<file path="src/rtl/mem_pkg.sv">
// Shared encodings for the memory-access stage: load types and FSM states.
package mem_pkg;

    localparam int unsigned DATA_W = 32;

    // Load-type codes carried down the pipe in E_LoadType
    typedef enum logic [2:0] {
        LT_LB  = 3'd0,
        LT_LBU = 3'd1,
        LT_LH  = 3'd2,
        LT_LHU = 3'd3,
        LT_LW  = 3'd4
    } load_type_e;

    // Data-SRAM handshake FSM
    typedef enum logic [1:0] {
        ST_IDLE = 2'd0,
        ST_REQ  = 2'd1,
        ST_WAIT = 2'd2
    } mem_state_e;

endpackage

</file>
<file path="src/rtl/mem_access_stage_load_extend.sv">
// Byte/half selection and sign/zero extension of a returned load word.
module load_extend
    import mem_pkg::*;
(
    input  logic [DATA_W-1:0] rdata_i,
    input  logic [1:0]        offset_i,
    input  logic [2:0]        load_type_i,
    output logic [DATA_W-1:0] value_o
);

    logic [DATA_W-1:0] shifted;
    logic [7:0]        byte_v;
    logic [15:0]       half_v;

    // Pick the addressed byte/half and extend it per load type; unknown codes behave as LW
    always_comb begin
        shifted = rdata_i >> {offset_i, 3'b000};
        byte_v  = shifted[7:0];
        half_v  = offset_i[1] ? rdata_i[31:16] : rdata_i[15:0];
        value_o = rdata_i;
        case (load_type_i)
            LT_LB:   value_o = {{24{byte_v[7]}}, byte_v};
            LT_LBU:  value_o = {24'd0, byte_v};
            LT_LH:   value_o = {{16{half_v[15]}}, half_v};
            LT_LHU:  value_o = {16'd0, half_v};
            default: value_o = rdata_i;
        endcase
    end

endmodule

</file>
<file path="src/rtl/mem_access_stage.sv">
// E->M pipeline stage: drives the data-SRAM request channel, stalls upstream
// until the response arrives, and drains orphan responses after a flush.
module mem_access_stage
    import mem_pkg::*;
#(
    parameter int ADDR_W = 32
) (
    input  logic              Clk,
    input  logic              Clr_n,
    input  logic              exp_flush,
    input  logic [31:0]       E_Data,
    input  logic [31:0]       E_WriteMemData,
    input  logic [3:0]        E_MemWriteEnable,
    input  logic              E_MemRead,
    input  logic [2:0]        E_LoadType,
    input  logic [3:0]        E_T,
    input  logic              E_WriteRegEnable,
    input  logic [4:0]        E_RegId,
    output logic              data_sram_req,
    output logic              data_sram_wr,
    output logic [3:0]        data_sram_wstrb,
    output logic [ADDR_W-1:0] data_sram_addr,
    output logic [31:0]       data_sram_wdata,
    input  logic              data_sram_addr_ok,
    input  logic              data_sram_data_ok,
    input  logic [31:0]       data_sram_rdata,
    output logic [3:0]        M_T,
    output logic              M_WriteRegEnable,
    output logic [4:0]        M_RegId,
    output logic [31:0]       M_Data,
    output logic              dm_stall
);

    mem_state_e  state_q, state_d;
    logic        drain_q, drain_d;
    logic        mem_op, stall;
    logic [31:0] ext_data;

    logic [3:0]  m_t_q, m_t_d;
    logic        m_we_q, m_we_d;
    logic [4:0]  m_rid_q, m_rid_d;
    logic [31:0] m_data_q, m_data_d;

    assign mem_op = E_MemRead | (|E_MemWriteEnable);

    load_extend u_load_extend (
        .rdata_i     (data_sram_rdata),
        .offset_i    (E_Data[1:0]),
        .load_type_i (E_LoadType),
        .value_o     (ext_data)
    );

    // Request fields come straight from E, which the stall keeps frozen until addr_ok
    assign data_sram_req   = Clr_n && (state_q == ST_REQ);
    assign data_sram_wr    = |E_MemWriteEnable;
    assign data_sram_wstrb = E_MemWriteEnable;
    assign data_sram_addr  = ADDR_W'({E_Data[31:2], 2'b00});
    assign data_sram_wdata = E_WriteMemData;
    assign dm_stall        = stall;

    // Next state, drain tracking and stall; a flushed instruction never stalls
    always_comb begin
        state_d = state_q;
        drain_d = drain_q;
        stall   = 1'b0;
        if (drain_q && data_sram_data_ok) drain_d = 1'b0;
        case (state_q)
            ST_IDLE: begin
                if (mem_op && !exp_flush) begin
                    stall = 1'b1;
                    // The orphan response arriving this cycle frees the channel
                    if (!drain_q || data_sram_data_ok) state_d = ST_REQ;
                end
            end
            ST_REQ: begin
                stall = mem_op && !exp_flush && !(data_sram_addr_ok && data_sram_data_ok);
                if (data_sram_addr_ok && !data_sram_data_ok) begin
                    // Accepted but flushed: its response must be swallowed later
                    state_d = exp_flush ? ST_IDLE : ST_WAIT;
                    drain_d = exp_flush;
                end else if (data_sram_addr_ok || exp_flush) begin
                    state_d = ST_IDLE;
                end
            end
            ST_WAIT: begin
                stall = mem_op && !exp_flush && !data_sram_data_ok;
                if (data_sram_data_ok) begin
                    state_d = ST_IDLE;
                end else if (exp_flush) begin
                    state_d = ST_IDLE;
                    drain_d = 1'b1;
                end
            end
            default: state_d = ST_IDLE;
        endcase
    end

    // M-stage next values: bubble on flush, hold on stall, else take E
    always_comb begin
        m_t_d    = m_t_q;
        m_we_d   = m_we_q;
        m_rid_d  = m_rid_q;
        m_data_d = m_data_q;
        if (exp_flush) begin
            m_t_d    = 4'd0;
            m_we_d   = 1'b0;
            m_rid_d  = 5'd0;
            m_data_d = 32'd0;
        end else if (!stall) begin
            m_t_d    = (E_T == 4'd0) ? 4'd0 : E_T - 4'd1;
            m_we_d   = E_WriteRegEnable;
            m_rid_d  = E_RegId;
            m_data_d = E_MemRead ? ext_data : E_Data;
        end
    end

    // State and M registers with synchronous active-low clear
    always_ff @(posedge Clk) begin
        if (!Clr_n) begin
            state_q  <= ST_IDLE;
            drain_q  <= 1'b0;
            m_t_q    <= 4'd0;
            m_we_q   <= 1'b0;
            m_rid_q  <= 5'd0;
            m_data_q <= 32'd0;
        end else begin
            state_q  <= state_d;
            drain_q  <= drain_d;
            m_t_q    <= m_t_d;
            m_we_q   <= m_we_d;
            m_rid_q  <= m_rid_d;
            m_data_q <= m_data_d;
        end
    end

    assign M_T              = m_t_q;
    assign M_WriteRegEnable = m_we_q;
    assign M_RegId          = m_rid_q;
    assign M_Data           = m_data_q;

endmodule

</file>
<file path="config.mk">
export PLATFORM = sky130hd
export DESIGN_NAME = mem_access_stage
export DESIGN_NICKNAME = d
export VERILOG_FILES = /design/src/rtl/mem_pkg.sv /design/src/rtl/mem_access_stage_load_extend.sv /design/src/rtl/mem_access_stage.sv
export SDC_FILE = /design/constraint.sdc
export NUM_CORES = 1
export LEC_CHECK = 0
export ABC_AREA = 1
export BUFFER_PORTS_ARGS = -buffer_cell sky130_fd_sc_hd__buf_2
export CAP_MARGIN = 20
export CORE_MARGIN = 2
export CORE_UTILIZATION = 47
export DETAILED_ROUTE_END_ITERATION = 10
export PLACE_DENSITY_LB_ADDON = 0.05
export SETUP_SLACK_MARGIN = 0.15
export SLEW_MARGIN = 20
export SYNTH_ARGS = -nofsm -noshare
export SYNTH_HDL_FRONTEND = slang
export SYNTH_SLANG_ARGS = --single-unit
</file>
<file path="constraint.sdc">
create_clock -name Clk -period 4.25 [get_ports Clk]
set_input_delay 0.6375 -clock Clk [delete_from_list [all_inputs] [get_ports Clk]]
set_output_delay 0.6375 -clock Clk [all_outputs]
set_load 0.03 [all_outputs]
</file>
==> results of run 1 <==
## worst min-delay path, delay by kind of cell (launching register included)
kind / cells / cell delay [ns]
AOI/OAI and AO/OA: 1 / 0.05
and+or+nand+nor: 1 / 0.07
DFF: 1 / 0.35
## path summary, 6_finish.rpt
path	startpoint	end	slack, ns	cells after the start
setup / recovery	state_q[0]	M_T[2]	1.56	8
setup reg to reg	state_q[0]	M_T[2]	1.56	8
hold / removal	state_q[0]	state_q[0]	0.52	2
hold reg to reg	state_q[0]	state_q[0]	0.52	2
## Yosys cell counts (all sizes together)
master    n  share of area (%)
dfxtp    45                 25
ha        4                1.4
inv      36                3.8
a211oi    1               0.21
conb      1               0.11
nand2   135                 15
and2      1               0.18
nor3      4               0.56
a21oi    59                9.5
o21ai    35                4.9
clkbuf   12                1.3
nand3    32                4.5
nand4     1               0.18
or2      18                3.2
nor2     65                6.9
buf      84                 17
a22oi     1               0.21
nand3b   25                5.3
o22ai     1               0.18
a31oi     1               0.18
## cells in the final DEF (no fill, tap or decap), drive strengths merged
master and instances:
clkinvlp 1, nand3 32, a21oi 59, bufinv 1, nand3b 25, conb 2, clkbuf 5, a22oi 1
or2 18, o22ai 1, a211oi 1, nand2 135, nor2 65, ha 4, clkinv 1, o21ai 35
nor3 4, and2 1, inv 36, buf 167, dfxtp 45, a31oi 1, nand4 1
## registers in the layout, indices dropped and copies added (netlist names)
name and cells:
M_Data 32, M_RegId 5, M_T 4, state_q 2, M_WriteRegEnable 1, drain_q 1
## kinds of logic (layout without fill, tap and decap cells)
family,count (synthesis),count (layout),synth area share [%]
other cells,1,2,0.105
buf+inv,132,211,22.5
compound gates,98,98,15.2
flops,45,45,25.3
fa+ha+maj,4,4,1.41
simple gates,281,281,35.5
## metrics by stage
stage                     util [%]  cell area (um2)  worst slack (ns)  hold WS [ns]  instances
after floorplan                  -             3560              2.27         0.470        562
after global placement        53.0             3870              1.41         0.486        732
after detailed placement      53.0             3870              1.33         0.497        732
after CTS                     54.6             3980              1.53         0.520        740
after global routing          54.6             3980              1.24         0.546        740
final                         54.6             3980              1.56         0.518        740
## power by group through the flow
stage	registers, W	clock network (W)	logic [W]
after floorplan	0.000527	0	0.000341
after global placement	0.000475	0	0.000441
after detailed placement	0.000475	0	0.000444
after CTS	0.000466	0.000351	0.000446
after global routing	0.000470	0.000362	0.000492
final	0.000466	0.000340	0.000445
## layer usage
| metal | global-route usage, % | vias up | routed length [um] |
|---|---|---|---|
| met2 | 39.8 | 167 | 4950 |
| met3 | 5.06 | 24 | 817 |
| li1 | - | 1884 | - |
| met1 | 28.6 | 1626 | 4100 |
| met4 | 7.70 | 0 | 209 |
| met5 | 0 | - | 0 |
## final cells by class
type	instances	area share, %
inverters	36	3.39
clock inverters	3	1.16
flip-flops and latches	45	22.6
clock buffers	5	1.73
repair buffers	167	21.1
multi-input cells	385	46.9
well taps	99	3.11
==> out/results.ini, run 1 <==
[status]
status = completed

[route]
routedWlPerCell_um = 13.6
drtPass1Iterations = 5
drt_wl_total_um = 10100
dr_total_vias = 3701
via_per_inst = 5.00
drc = 0
drt_iter0_drc = 225
ant_nets = 0

[sta]
tightest_slew_ns = 0.939
worst_clock_skew_ns = 0.00557
hold_viol = 0
setup-violations-final = 0
rsz0062_at_grt = no
fin_crit_ns = 2.69
fmaxAchievable_ghz = 0.372
drv_slew = 0
slew_headroom_pct = 37.3
fin_crit_sh_pct = 63.2
tns_ns = 0

[clocking]
root_buffer = clkbuf_8
ctsHoldBuffers = 0
numClockSinks = 45
clock_latency_ns = 0.31
h-tree-depth = 2
cts_tree = yes
clkSlewWorstSetupHoldPaths_ns = 0.09
cts_buffer_depth = 2
postCtsSetupBuffers = 0
cts-buffers-inserted = 5
cts_resized = 0

[worst_setup_path]
cp.arrival_ns = 2.89
critical_path_required_ns = 4.45
cp-end-kind = flop
cpPeakStageDelay_ns = 0.65
crit_path_top_delay_cell = nand2_2
critPathBufInv = 1
critPathKind = reg -> reg
critical_path.top_delay_family = simple AND/OR/NAND/NOR gates
path_cells = inv_1 > ha_1 > o21ai_0 > nand2_1 > nand2_2 > nand2_2 > o21ai_0 > nor2_1
crit_fanout = 39
critPathLaunchType = flop

[pwr]
net-switching-power_w = 0.000479
p_seq_share_pct = 37.3
vdd_drop_max_uv = 137
p_leak_nw = 2.17
clkPwrFrac_pct = 27.2
p_int_w = 0.000772
swShare_pct = 38.3
power_w = 0.00125
power_frac_comb_pct = 35.6
power.density_nw_per_um2 = 314

[synth]
synthCells = 561
syn_avg_cell_area_um2 = 6.34
syn_area_um2 = 3560
ys_warn_count = 0
ys_seq_area_share_pct = 25.3
ys_ff_latch = 45
ys_types = 26

[die]
dieArea_um2 = 8280
coreArea_um2 = 7290
die_x_um = 91.0
start_util_pct = 48.8
dieHeight_um = 91.0
placementRows = 31
pin_count = 232

[finish]
area_growth_syn_to_layout_pct = 11.9
nets = 763
area.sequential_um2 = 901
multi_input_area_um2 = 1870
antenna_cells = 0
final_layout_size_suffix_gt1_share_pct = 33.2
fillers = 798

[global_route]
grt_pass1_vias = 3386
grt.total_usage_pct = 23.1
overflow = 0
antenna_found_initial = 0
grt_pass1_wl_um = 15700
grt_max_degree = 43

[placed_design]
portBuffers = 165
hpwl_um = 7320
gp_congestion = 0.835

[run]
max_cap_viol_count = 0

[hold_path]
hp-class = reg -> reg

(Power assumes the default switching activity.)
==> run 2: changes to the inputs <==
Settings changed: CORE_UTILIZATION 47 to 43.
Clock period 4.25 ns to 2.8 ns, I/O delays scaled along.
==> run 2 against run 1 <==
Against the previous run:
- critical path depth is 2 lower
- hold slack got worse by 0.18 ns
- critical path type is now reg -> out
- total power rose by 55%
- final area is 1.1% higher
- setup slack worse by 1.0 ns
==> out/results.ini, run 2 (same netlist as run 1, synthesis figures left out) <==
[route]
dr_total_vias = 3746
ant_nets = 0
drc = 0
drt_wl_total_um = 10800
routedWlPerCell_um = 14.5
drt_iter0_drc = 186
via_per_inst = 4.99
drtPass1Iterations = 5

[clocking]
ctsHoldBuffers = 0
h-tree-depth = 2
cts_resized = 0
clock_latency_ns = 0.30
postCtsSetupBuffers = 0
root_buffer = clkbuf_8
cts_buffer_depth = 2
cts_tree = yes
numClockSinks = 45
cts-buffers-inserted = 5
clkSlewWorstSetupHoldPaths_ns = 0.10

[worst_setup_path]
cp.arrival_ns = 1.84
critical_path_required_ns = 2.38
rr_worst_depth = 7
r2r-end = M_Data[16]
reg2reg_slack_ns = 0.54
critPathLaunchType = flop
critPathKind = reg -> out
crit_fanout = 4
cp-end-kind = output port
r2r_start = state_q[0]

[placed_design]
hpwl_um = 8110
place_ws_ns = 0.482
gp_congestion = 0.899
portBuffers = 165
dpl.cell_count = 742

[global_route]
grt_pass1_wl_um = 17200
overflow = 0
grt.total_usage_pct = 24.2
antenna_found_initial = 0
grt_max_degree = 40
grt_pass1_vias = 3458

[sta]
setup_slack_ns = 0.541
rsz0062_at_grt = no
fin_crit_ns = 2.26
setup-violations-final = 0
tns_ns = 0
fmaxAchievable_ghz = 0.443
drv_slew = 0
worst_clock_skew_ns = 0.00806
tightest_slew_ns = 0.591
fin_crit_sh_pct = 80.7
hold_viol = 0
slew_headroom_pct = 60.5

[die]
dieHeight_um = 95.0
die_x_um = 95.0
coreArea_um2 = 8130
pin_count = 232
start_util_pct = 43.7
dieArea_um2 = 9020
placementRows = 33

[status]
status = completed

[finish]
multi_input_area_um2 = 1870
fillers = 915
largest_reg_flops = 32
nets = 767
area_growth_syn_to_layout_pct = 13.1
antenna_cells = 0
layout.cells.non_filler = 750
layout_common_cells = buf_2 (165), nand2_1 (130), nor2_1 (64), a21oi_1 (48), dfxtp_1 (45)
area.sequential_um2 = 901
final_layout_size_suffix_gt1_share_pct = 33.6
layout_commonest_cell = buf_2
final_core_util_pct = 49.5

[run]
max_cap_viol_count = 0

[pwr]
power.density_nw_per_um2 = 481
net-switching-power_w = 0.000735
vdd_drop_max_uv = 216
p_seq_share_pct = 36.5
power_frac_comb_pct = 35.6
clkPwrFrac_pct = 27.8
p_int_w = 0.00120
swShare_pct = 38.0
p_leak_nw = 2.19

[hold_path]
hold_depth = 3
hp-start = E_RegId[4]
hp-class = in -> reg
min_to = M_RegId[4]

==> run 2: cell count changes in the layout (fill, tap and decap cells not counted) <==
cell | previous run | this run
buf_4 | 2 | 6
clkinv_4 | 1 | 0
clkbuf_8 | 5 | 6
==> run 2: routing by layer <==
metal	global-route usage [%]	wire length, um	part of all wire (%)	up-vias
met5	0	0	0	-
met4	7.25	237	2.2	0
met3	4.95	823	7.6	23
met2	39.3	4920	45	172
met1	32.2	4870	45	1659
li1	-	-	-	1892
==> run 2: worst max-delay path by stage <==
stage,start,slack (ns),cells after the start,to
CTS,state_q[0],0.52,6,dm_stall
detailed placement,E_MemRead,0.48,8,M_Data[16]
finish,state_q[0],0.54,6,dm_stall
floorplan,state_q[0],1.04,6,dm_stall
global placement,E_MemRead,0.51,8,M_Data[16]
global route,state_q[0],0.33,7,M_Data[29]
==> run 2: metrics by stage <==
stage / power [W] / instance area, um2 / hold WS (ns)
2_1_floorplan: 0.00132 / 3560 / 0.470
3_3_place_gp: 0.00141 / 3900 / 0.488
3_5_place_dp: 0.00141 / 3900 / 0.499
4_1_cts: 0.00195 / 4020 / 0.331
5_1_grt: 0.00205 / 4020 / 0.343
6_report: 0.00194 / 4020 / 0.339
==> run 2: area by class of cell <==
cell class | instances | area share (%)
clock buffer | 6 | 2.05
clock inverter | 2 | 0.933
inverter | 36 | 3.36
multi-input combinational | 385 | 46.4
sequential | 45 | 22.4
tap | 105 | 3.26
timing repair buffer | 171 | 21.6
==> run 2: power groups by stage <==
stage          registers, W  clock network (W)  logic, W
6_report           0.000707           0.000539  0.000690
3_3_place_gp       0.000722                  0  0.000687
3_5_place_dp       0.000722                  0  0.000689
5_1_grt            0.000713           0.000574  0.000765
2_1_floorplan      0.000801                  0  0.000517
4_1_cts            0.000708           0.000548  0.000691
==> run 2: critical path, stage by stage, from the launching register on <==
cell and delay [ns]:
dfxtp_1 0.40, inv_1 0.08, ha_1 0.23, o21ai_0 0.18, nand2_1 0.12, a21oi_2 0.28, buf_2 0.26
